`config.mk`:
```
export PLATFORM = sky130hd
export DESIGN_NAME = fetch_queue
export DESIGN_NICKNAME = d
export VERILOG_FILES = /design/src/rtl/fetch_queue.sv
export SDC_FILE = /design/constraint.sdc
export NUM_CORES = 1
export LEC_CHECK = 0
export BUFFER_PORTS_ARGS = -buffer_cell sky130_fd_sc_hd__buf_2
export CORE_ASPECT_RATIO = 0.9
export CORE_UTILIZATION = 50
export DETAILED_ROUTE_END_ITERATION = 8
export PLACE_DENSITY = 0.77
export SLEW_MARGIN = 0
export SYNTH_ARGS = -nofsm -noshare
export SYNTH_HDL_FRONTEND = slang
export SYNTH_SLANG_ARGS = --single-unit
export TNS_END_PERCENT = 50
```
`constraint.sdc`:
```
create_clock -name clk -period 2.1 [get_ports clk]
set_input_delay 0.21 -clock clk [delete_from_list [all_inputs] [get_ports clk]]
set_output_delay 0.21 -clock clk [all_outputs]
set_load 0.02 [all_outputs]
```
`src/rtl/fetch_queue.sv`:
```
// Instruction fetch front end: a PC register that addresses a combinational
// program memory and a 2-entry {instr, pc} queue feeding decode.
module fetch_queue #(
  parameter int          DATA_WIDTH = 32,
  parameter int          ADDR_WIDTH = 27,
  parameter logic [31:0] RESET_PC   = 32'h0000_0000
) (
  input  logic                  clk,
  input  logic                  nreset,
  output logic [ADDR_WIDTH-1:0] rom_addr,
  input  logic [DATA_WIDTH-1:0] rom_data,
  input  logic                  fetch_en,
  input  logic                  redirect,
  input  logic [31:0]           redirect_pc,
  output logic                  out_valid,
  input  logic                  out_ready,
  output logic [DATA_WIDTH-1:0] out_instr,
  output logic [31:0]           out_pc
);

  localparam int DEPTH = 2;

  logic [31:0]           fetch_pc_reg, fetch_pc_next;
  logic [1:0]            count_reg, count_next;
  logic                  head_reg, head_next;
  logic                  tail_reg, tail_next;
  logic [DATA_WIDTH-1:0] instr_reg [DEPTH];
  logic [31:0]           pc_reg    [DEPTH];

  logic        push;
  logic        pop;
  logic [31:0] redirect_target;
  logic [DEPTH-1:0] slot_we;

  // Word-align the redirect target; the low byte-offset bits carry no meaning.
  assign redirect_target = redirect_pc & 32'hFFFF_FFFC;

  assign rom_addr  = fetch_pc_reg[ADDR_WIDTH+1:2];
  assign out_valid = (count_reg != 2'd0) && !redirect;
  assign out_instr = instr_reg[head_reg];
  assign out_pc    = pc_reg[head_reg];

  assign pop  = out_valid && out_ready;
  assign push = fetch_en && !redirect && ((count_reg != 2'd2) || pop);

  generate
    for (genvar gi = 0; gi < DEPTH; gi++) begin : g_slot_we
      assign slot_we[gi] = push && (tail_reg == 1'(gi));
    end
  endgenerate

  always_comb begin
    fetch_pc_next = fetch_pc_reg;
    count_next    = count_reg;
    head_next     = head_reg;
    tail_next     = tail_reg;
    if (redirect) begin
      // Flush: the queue empties in place, so head catches up with tail.
      fetch_pc_next = redirect_target;
      count_next    = 2'd0;
      head_next     = tail_reg;
    end else begin
      if (push) begin
        fetch_pc_next = fetch_pc_reg + 32'd4;
        tail_next     = ~tail_reg;
      end
      if (pop) begin
        head_next = ~head_reg;
      end
      if (push && !pop) begin
        count_next = count_reg + 2'd1;
      end else if (pop && !push) begin
        count_next = count_reg - 2'd1;
      end
    end
  end

  always_ff @(posedge clk or negedge nreset) begin
    if (!nreset) begin
      fetch_pc_reg <= RESET_PC;
      count_reg    <= 2'd0;
      head_reg     <= 1'b0;
      tail_reg     <= 1'b0;
    end else begin
      fetch_pc_reg <= fetch_pc_next;
      count_reg    <= count_next;
      head_reg     <= head_next;
      tail_reg     <= tail_next;
    end
  end

  always_ff @(posedge clk or negedge nreset) begin
    if (!nreset) begin
      for (int i = 0; i < DEPTH; i++) begin
        instr_reg[i] <= '0;
        pc_reg[i]    <= '0;
      end
    end else begin
      for (int i = 0; i < DEPTH; i++) begin
        if (slot_we[i]) begin
          instr_reg[i] <= rom_data;
          pc_reg[i]    <= fetch_pc_reg;
        end
      end
    end
  end

endmodule
```
==> results.json, run 1 <==
{
  "yosysTopAreaCellShare": 0.526,
  "synth_top_family_by_area": "multiplexers",
  "cp_max_fo": 20,
  "antenna_found_initial": 0,
  "top_layer_used": "met4",
  "syn_to_final_growth_pct": 22.9,
  "vias": 5370,
  "die_h_um": 118,
  "grt_first_pass_wirelength_um": 27200,
  "dieWidth_um": 131,
  "drive_above_1_share": 0.547,
  "ir_worst_vdd_uv": 765,
  "finalWirelength_um": 17000,
  "htree_levels": 4,
  "arrival_ps": 2400,
  "cts_root_buf": "clkbuf_16",
  "synth.distinct_cells": 45,
  "cp-end-kind": "register",
  "met1_length_um": 7070,
  "coreArea_mm2": 0.0147,
  "dp_hpwl_um": 11200,
  "firstDrtPassIters": 5,
  "worstMarginPinSlew_ps": 529,
  "switchingPower_w": 0.00352,
  "final_cell_area_mm2": 0.00924,
  "final_antenna_net_count": 0,
  "power_density_mw_per_mm2": 1190,
  "ys_ff_latch": 158,
  "hold_violations": 0,
  "start_util": 0.511,
  "gp_congestion": 0.798,
  "seqCellArea_mm2": 0.00396,
  "grt_setup_unrepaired": "true",
  "grt_pass1_vias": 5464,
  "synth_compound_area_frac": 0.0496,
  "grt_usage": 0.224,
  "wl_met2_um": 8560,
  "period_needed_ps": 2050,
  "p_seq_frac": 0.407,
  "drv_slew": 0,
  "min_path_cells": 3,
  "cts_buffers": 17,
  "netlist_instances": 595,
  "fin_crit_sh": 0.978,
  "startpoint_type": "register",
  "overflow": 0,
  "clkPwrFrac": 0.272,
  "fmax_mhz": 487,
  "synth_area_mm2": 0.00752,
  "ys_seq_area_frac": 0.526,
  "ys_warn_count": 0,
  "route.detailed.drc": 0,
  "p_int_w": 0.00750,
  "clk_transition_reported_paths_ps": 60,
  "ys_async_sr_fraction": 1.00,
  "drt-initial-drc-count": 316,
  "wl_per_cell_um": 17.7,
  "synth.area.top_cells": "dfrtp_1 (53%), mux2_2 (27%), buf_4 (3.0%), or4_1 (1.8%), o21ai_0 (1.5%)",
  "power_leakage_nw": 4.06,
  "yosys.area.top_type": "dfrtp_1",
  "min_from": "redirect_pc[21]",
  "hp-class": "in2reg",
  "fin_skew_ps": 9.05,
  "min_to": "fetch_pc_reg[21]",
  "io_buffers": 156,
  "grt_max_degree": 56,
  "cap_viol_max_count": 0,
  "multi_input_area_mm2": 0.00327,
  "ys.flop_type": "dfrtp_1",
  "dieArea_mm2": 0.0155,
  "synth_xor_area_frac": 0.0105,
  "largest_reg_flops": 64,
  "critical_path_class": "reg2reg",
  "synth_edf_count": 0,
  "rr_startpoint": "fetch_pc_reg[4]",
  "fillers": 1127,
  "setup_viol": 0,
  "routed_via_density": 5.60,
  "cts_tree": "done",
  "avgSynthCellArea_um2": 12.6,
  "clock_sinks": 158,
  "power_w": 0.0110,
  "power_frac_comb": 0.322,
  "switching_share": 0.320,
  "antenna_cells": 0,
  "ioPinCount": 161,
  "synthMuxAreaShare": 0.274,
  "wl_met3_um": 962,
  "clk_latency_ps": 420,
  "reg2reg_depth": 5,
  "place_area_mm2": 0.00847,
  "worstPathRequired_ps": 2450,
  "r2r-end": "fetch_pc_reg[17]",
  "slew-limit-headroom": 0.643,
  "run_status": "finished, final reports clean",
  "synth_adder_area_share": 0.00166,
  "final_nets": 818,
  "r2r_slack_ps": 50,
  "clockBufferDepth": 2,
  "rows": 42,
  "synth-simple-area-share": 0.0850
}
routing by layer:
layer | global-route usage | vias to the layer above
met5 | 0 | -
met4 | 0.106 | 0
met3 | 0.0579 | 32
met2 | 0.372 | 169
met1 | 0.274 | 2713
li1 | - | 2456
power groups by stage:
stage	sequential, W	combinational (W)	clock, W
final	0.00448	0.00355	0.00300
after global routing	0.00460	0.00381	0.00317
after detailed placement	0.00454	0.00352	0
after CTS	0.00447	0.00357	0.00306
after floorplan	0.00433	0.00262	0
after global placement	0.00443	0.00341	0
layout make-up:
type	count	area share
Tap cell	198	0.0268
Multi-Input combinational cell	370	0.353
Clock inverter	8	0.00867
Sequential cell	158	0.428
Timing Repair Buffer	196	0.127
Clock buffer	24	0.0543
Inverter	5	0.00203
cells in the final DEF (no fill, tap or decap), types with 3 or more instances in the layout:
master,n
o31ai_1,11
a31oi_1,13
or4b_4,3
nand4_1,5
clkbuf_8,5
dfrtp_1,157
mux2_2,182
clkbuf_16,17
xnor2_1,5
and3_1,3
o21ai_0,23
and4_1,3
xor2_1,4
nand3_1,13
inv_1,4
buf_12,5
nor2_1,20
clkinvlp_4,3
nand2_1,30
or4_1,16
o211ai_1,4
dlygate4sd3_1,7
buf_4,27
nor4b_1,3
buf_2,155
repair_timing:
| action | in CTS | in global routing |
|---|---|---|
| resized for setup | 0 | 13 |
| hold buffers | 7 | 0 |
| hold endpoints to repair | 59 | 0 |
| gates cloned | 0 | 2 |
| pin swaps | 1 | 6 |
| endpoints found under the setup margin | 19 | 13 |
| buffers inserted | 1 | 3 |
per-stage QoR:
| stage | setup WS (ps) | TNS (ps) | cells | util | hold WS [ps] |
|---|---|---|---|---|---|
| 2_1_floorplan | 28.3 | 0 | 596 | - | -85.6 |
| 3_3_place_gp | 30.5 | 0 | 914 | 0.575 | 196 |
| 3_5_place_dp | -20.8 | -26.2 | 914 | 0.575 | 210 |
| 4_1_cts | -91.7 | -91.7 | 954 | 0.620 | 1.46 |
| 5_1_grt | -23.0 | -62.5 | 959 | 0.628 | 8.68 |
| 6_report | 46.2 | 0 | 959 | 0.628 | 16.0 |
synthesized netlist by cell type, types with 2 or more instances:
library cell,n
mux2_2,182
dfrtp_1,158
buf_4,30
nand2_1,30
o21ai_0,23
nor2_1,20
clkbuf_1,19
or4_1,18
a31oi_1,14
buf_2,14
nand3_1,14
o31ai_1,12
nand4_1,5
xnor2_1,5
inv_1,4
o211ai_1,4
xor2_1,4
and3_1,3
and4_1,3
nor4b_1,3
a21oi_1,2
a22oi_1,2
and2_1,2
nor3_1,2
nor3b_1,2
worst max-delay path, stage by stage, from the launching register on:
cell and delay (ps):
dfrtp_1 420, nand4_1 210, or4b_1 530, buf_6 180, or4_4 480, a31oi_1 160
worst max-delay path by stage:
stage	start	endpoint	cells after the start
final	fetch_pc_reg[4]	fetch_pc_reg[17]	5
after global routing	fetch_pc_reg[4]	fetch_pc_reg[25]	5
after CTS	fetch_pc_reg[3]	fetch_pc_reg[26]	5
after detailed placement	fetch_pc_reg[2]	fetch_pc_reg[26]	5
after global placement	fetch_pc_reg[2]	fetch_pc_reg[20]	5
after floorplan	fetch_pc_reg[2]	fetch_pc_reg[26]	6
kinds of logic (layout without fill, tap and decap cells):
group	count (synthesis)	count (layout)
compound gates	60	60
xor+xnor	9	9
fa+ha+maj	1	1
buf+inv	70	233
flops	158	158
mux	183	183
other cells	1	2
simple gates	113	115
Note: power is estimated with default switching activity, not from simulation.
==> run 2: changes to the inputs <==
Settings changed: CORE_ASPECT_RATIO 0.9 to 1.5.
==> run 2 against run 1 <==
The flow now finishes with violations (setup timing). Hold slack improved by 3.0 ps. Die area about the same. Clock skew decreased by 2.3 ps. Non-clock buffer count decreased by 9. Setup slack got worse by 66 ps. Cell count decreased by 1.3%. Global-route usage increased by 0.43 points. Count of clock-buffer cells in the layout decreased by 6. Design area decreased by 1.4%. Sequential power about the same. Utilization decreased by 0.37 points. Critical path type unchanged.
==> results.json, run 2 (same netlist as run 1, synthesis figures left out) <==
{
  "run_status": "complete, but fails checks",
  "violations": "setup timing",
  "hp-class": "in2reg",
  "start_util": 0.515,
  "wl_per_cell_um": 17.7,
  "period_needed_ps": 2120,
  "hold_violations": 0,
  "ir_worst_vdd_uv": 647,
  "grt_usage": 0.228,
  "dp_hpwl_um": 11500,
  "fmax_mhz": 472,
  "cp-end-kind": "register",
  "final_antenna_net_count": 0,
  "io_buffers": 156,
  "critical_path_class": "reg2reg",
  "power_density_mw_per_mm2": 1230,
  "grt_setup_unrepaired": "true",
  "crit_slowest_cell": "or4b_4",
  "die_h_um": 152,
  "grt_pass1_vias": 5651,
  "worstPathRequired_ps": 2430,
  "cts_buffers": 17,
  "dieArea_mm2": 0.0155,
  "setup_viol": 1,
  "cap_viol_max_count": 0,
  "dpl.cell_count": 910,
  "max_stage_delay_ps": 630,
  "drive_above_1_share": 0.541,
  "htree_levels": 4,
  "startpoint_type": "register",
  "fillers": 1171,
  "route.detailed.drc": 0,
  "grt_max_degree": 81,
  "place_ws_ps": -13.0,
  "multi_input_area_mm2": 0.00319,
  "grt_first_pass_wirelength_um": 27500,
  "postCtsSetupRepairBufs": 0,
  "drv_slew": 0,
  "power_leakage_nw": 4.02,
  "cp_max_fo": 20,
  "path_delay_family": "simple AND/OR/NAND/NOR gates",
  "clock_sinks": 158,
  "final_cell_count_no_fill": 947,
  "cts_root_buf": "clkbuf_16",
  "final_common_cell": "mux2_2",
  "dieWidth_um": 102,
  "overflow": 0,
  "clk_latency_ps": 420,
  "rows": 54,
  "finalWirelength_um": 16700,
  "final_nets": 807,
  "mostFrequentLayoutCells": "mux2_2 (182), dfrtp_1 (157), buf_2 (155), nand2_1 (30), o21ai_0 (23)",
  "setup_ws_ps": -20.2,
  "antenna_found_initial": 1,
  "ioPinCount": 161,
  "finish.utilization": 0.624,
  "arrival_ps": 2450,
  "cp_cell_sequence": "ha_2, nand3_2, or4b_4, or4_4, a31oi_1",
  "drt-initial-drc-count": 208,
  "gp_congestion": 0.749,
  "cp_num_buf_inv": 0,
  "fin_crit_sh": 1.01,
  "fin_skew_ps": 6.78,
  "vias": 5218,
  "tns_ps": -20.2,
  "clk_transition_reported_paths_ps": 70,
  "firstDrtPassIters": 4,
  "clockBufferDepth": 2,
  "coreArea_mm2": 0.0146,
  "cts_tree": "done",
  "largest_reg_flops": 64,
  "seqCellArea_mm2": 0.00396,
  "routed_via_density": 5.51,
  "syn_to_final_growth_pct": 21.1
}
-- run 2: changes by cell type in the layout (fill, tap and decap cells not counted), moves of 2 or more --
cell	before	now
clkbuf_8	5	0
buf_4	27	20
inv_8	0	2
or4b_4	3	1
buf_6	2	4
bufinv_16	1	3
inv_6	1	4
dlygate4sd3_1	7	4
-- run 2: path summary, 6_finish.rpt --
path	depth (start not counted)	start	slack [ps]	end
max reg2reg	5	fetch_pc_reg[2]	-20	fetch_pc_reg[24]
min reg2reg	2	pc_reg[13]	490	pc_reg[13]
max	5	fetch_pc_reg[2]	-20	fetch_pc_reg[24]
min in group asynchronous	2	nreset	280	instr_reg[2]
max in group asynchronous	3	nreset	1010	pc_reg[46]
min	3	redirect_pc[7]	20	fetch_pc_reg[7]
-- run 2: cell type report --
cell class,count,share of cell area
flip-flops and latches,158,0.434
multi-input cells,368,0.350
repair buffers,187,0.120
clock buffers,18,0.0471
well taps,196,0.0269
clock inverters,14,0.0199
inverters,5,0.00206
diodes,1,0.000275
-- run 2: per-layer routing --
metal / GRT usage / part of all wire
met1: 0.258 / 0.38
met2: 0.408 / 0.55
met3: 0.0472 / 0.039
met4: 0.0959 / 0.026
met5: 0 / 0
-- run 2: where the power goes --
| part | switching (W) | internal (W) |
|---|---|---|
| clock | 0.00128 | 0.00190 |
| combinational | 0.00181 | 0.00173 |
| sequential | 0.000504 | 0.00396 |
| total | 0.00360 | 0.00759 |
-- run 2: tightest hold or removal path, cell delays in order --
cell and delay [ps]:
buf_2 80, nand2_1 40, o21ai_0 60
-- run 2: through the flow --
step | cell area, µm² | power (W) | hold slack (ps)
after floorplan | 7520 | 0.00695 | -85.6
after global placement | 8440 | 0.00785 | 148
after detailed placement | 8440 | 0.00808 | 159
after CTS | 9090 | 0.0113 | 3.73
after global routing | 9110 | 0.0118 | 19.1
final | 9110 | 0.0112 | 19.0
-- run 2: repair_timing --
item	in CTS	in global routing
pin swaps	1	3
gates resized for setup	0	6
setup endpoints to repair	1	29
endpoints found under the hold margin	46	0
hold buffers	4	0
==> run 3: changes to the inputs <==
Settings changed: CORE_UTILIZATION 50 to 41, PLACE_DENSITY 0.77 to 0.65, SETUP_SLACK_MARGIN set to 0.1.
==> run 3 against run 2 <==
Count of clock-buffer cells in the layout is 1 higher. Clock power is 8.2% lower. Non-clock buffer count is 15 higher. The flow now finishes without violations. Flip-flop and latch count stayed put. Utilization is 10 points lower. Sequential power hardly changed.
==> results.json, run 3 (same netlist as run 1, synthesis figures left out) <==
{
  "overflow": 0,
  "grt_setup_unrepaired": "true",
  "rows": 60,
  "slew-limit-headroom": 0.549,
  "wl_per_cell_um": 18.3,
  "grt_max_degree": 72,
  "final_nets": 824,
  "fillers": 1579,
  "dp_hpwl_um": 11500,
  "cap_viol_max_count": 0,
  "fin_skew_ps": 9.07,
  "arrival_ps": 2410,
  "startpoint_type": "register",
  "hold_violations": 0,
  "io_buffers": 156,
  "ioPinCount": 161,
  "drt-initial-drc-count": 248,
  "r2r_slack_ps": 50,
  "power_leakage_nw": 4.11,
  "cts_root_buf": "clkbuf_16",
  "ir_worst_vdd_uv": 502,
  "finalWirelength_um": 18100,
  "final_antenna_net_count": 0,
  "clock_sinks": 158,
  "run_status": "finished, final reports clean",
  "routed_via_density": 5.40,
  "worstPathRequired_ps": 2460,
  "power_density_mw_per_mm2": 1170,
  "hold_slack_ps": 23.3,
  "critical_path_class": "reg2reg",
  "route.detailed.drc": 0,
  "htree_levels": 4,
  "cp_max_fo": 5,
  "dieWidth_um": 113,
  "drive_above_1_share": 0.558,
  "setup_viol": 0,
  "die_h_um": 168,
  "dieArea_mm2": 0.0189,
  "drv_slew": 0,
  "mostFrequentLayoutCells": "mux2_2 (182), dfrtp_1 (157), buf_2 (155), nand2_1 (29), buf_4 (28)",
  "final_cell_count_no_fill": 985,
  "tns_ps": 0,
  "cts_tree": "done",
  "grt_first_pass_wirelength_um": 28200,
  "largest_reg_flops": 64,
  "hp-class": "in2reg",
  "firstDrtPassIters": 7,
  "grt_usage": 0.191,
  "clk_transition_reported_paths_ps": 60,
  "grt_pass1_vias": 5639,
  "dpl.cell_count": 934,
  "syn_to_final_growth_pct": 24.5,
  "antenna_found_initial": 1,
  "start_util": 0.419,
  "clockBufferDepth": 2,
  "cp-end-kind": "register",
  "coreArea_mm2": 0.0179,
  "period_needed_ps": 2050,
  "worstMarginPinSlew_ps": 677,
  "fmax_mhz": 488,
  "fin_crit_sh": 0.976,
  "vias": 5316,
  "clk_latency_ps": 420,
  "final_common_cell": "mux2_2",
  "cts_buffers": 17,
  "gp_congestion": 0.762
}
## run 3: changes by cell type in the layout (fill, tap and decap cells not counted), sizes merged
cell	delta
buf	+11
clkbuf	+4
or4b	+2
dlygate4sd3	+1
bufinv	-2
clkinv	+5
inv	-4
## run 3: cell type report
type                    instances  area [µm²]  share of cell area
flip-flops and latches        158        3960               0.422
well taps                     217         272              0.0290
clock inverters                13         114              0.0122
repair buffers                202        1290               0.138
clock buffers                  19         443              0.0473
diodes                          1        2.50            0.000267
inverters                       5        18.8             0.00200
multi-input cells             370        3270               0.349
## run 3: path summary, 6_finish.rpt
check | startpoint | to | cells past startpoint
hold / removal | redirect_pc[12] | fetch_pc_reg[12] | 3
hold reg to reg | pc_reg[18] | pc_reg[18] | 2
setup / recovery | fetch_pc_reg[2] | fetch_pc_reg[12] | 6
setup reg to reg | fetch_pc_reg[2] | fetch_pc_reg[12] | 6
min in group asynchronous | nreset | pc_reg[38] | 2
max in group asynchronous | nreset | fetch_pc_reg[17] | 3
## run 3: critical path, stage by stage, from the launching register on
cell	delay [ps]
dfrtp_1	350
ha_2	210
nand3_4	110
or4b_4	600
buf_4	170
or4_1	450
nand3_1	90
## run 3: timing repair
| action | CTS | global route |
|---|---|---|
| pin swaps | 0 | 6 |
| gates resized for setup | 2 | 22 |
| endpoints found under the setup margin | 11 | 129 |
| endpoints found under the hold margin | 72 | 0 |
| hold buffers | 5 | 0 |
| buffers inserted | 1 | 5 |
| gates cloned | 1 | 6 |
## run 3: power by group
part	switching [W]	total (W)	leakage, nW	internal (W)
Combinational	0.00183	0.00360	1.98	0.00177
Clock	0.00126	0.00292	0.273	0.00166
Sequential	0.000497	0.00446	1.86	0.00396
## run 3: metrics by stage
step                      total power [W]   util  cell area (µm²)  setup WS, ps
final                              0.0110  0.522             9360          50.7
after global routing               0.0116  0.522             9360         -24.6
after CTS                          0.0110  0.509             9130          47.4
after detailed placement          0.00808  0.474             8500          39.3
after global placement            0.00791  0.474             8500          65.9
after floorplan                   0.00696      -             7530          95.9
## run 3: metal layers
layer / vias up / part of all wire / global-route usage
li1: 2452 / - / -
met1: 2700 / 0.39 / 0.211
met2: 132 / 0.55 / 0.348
met3: 32 / 0.040 / 0.0407
met4: 0 / 0.029 / 0.0852
met5: - / 0 / 0
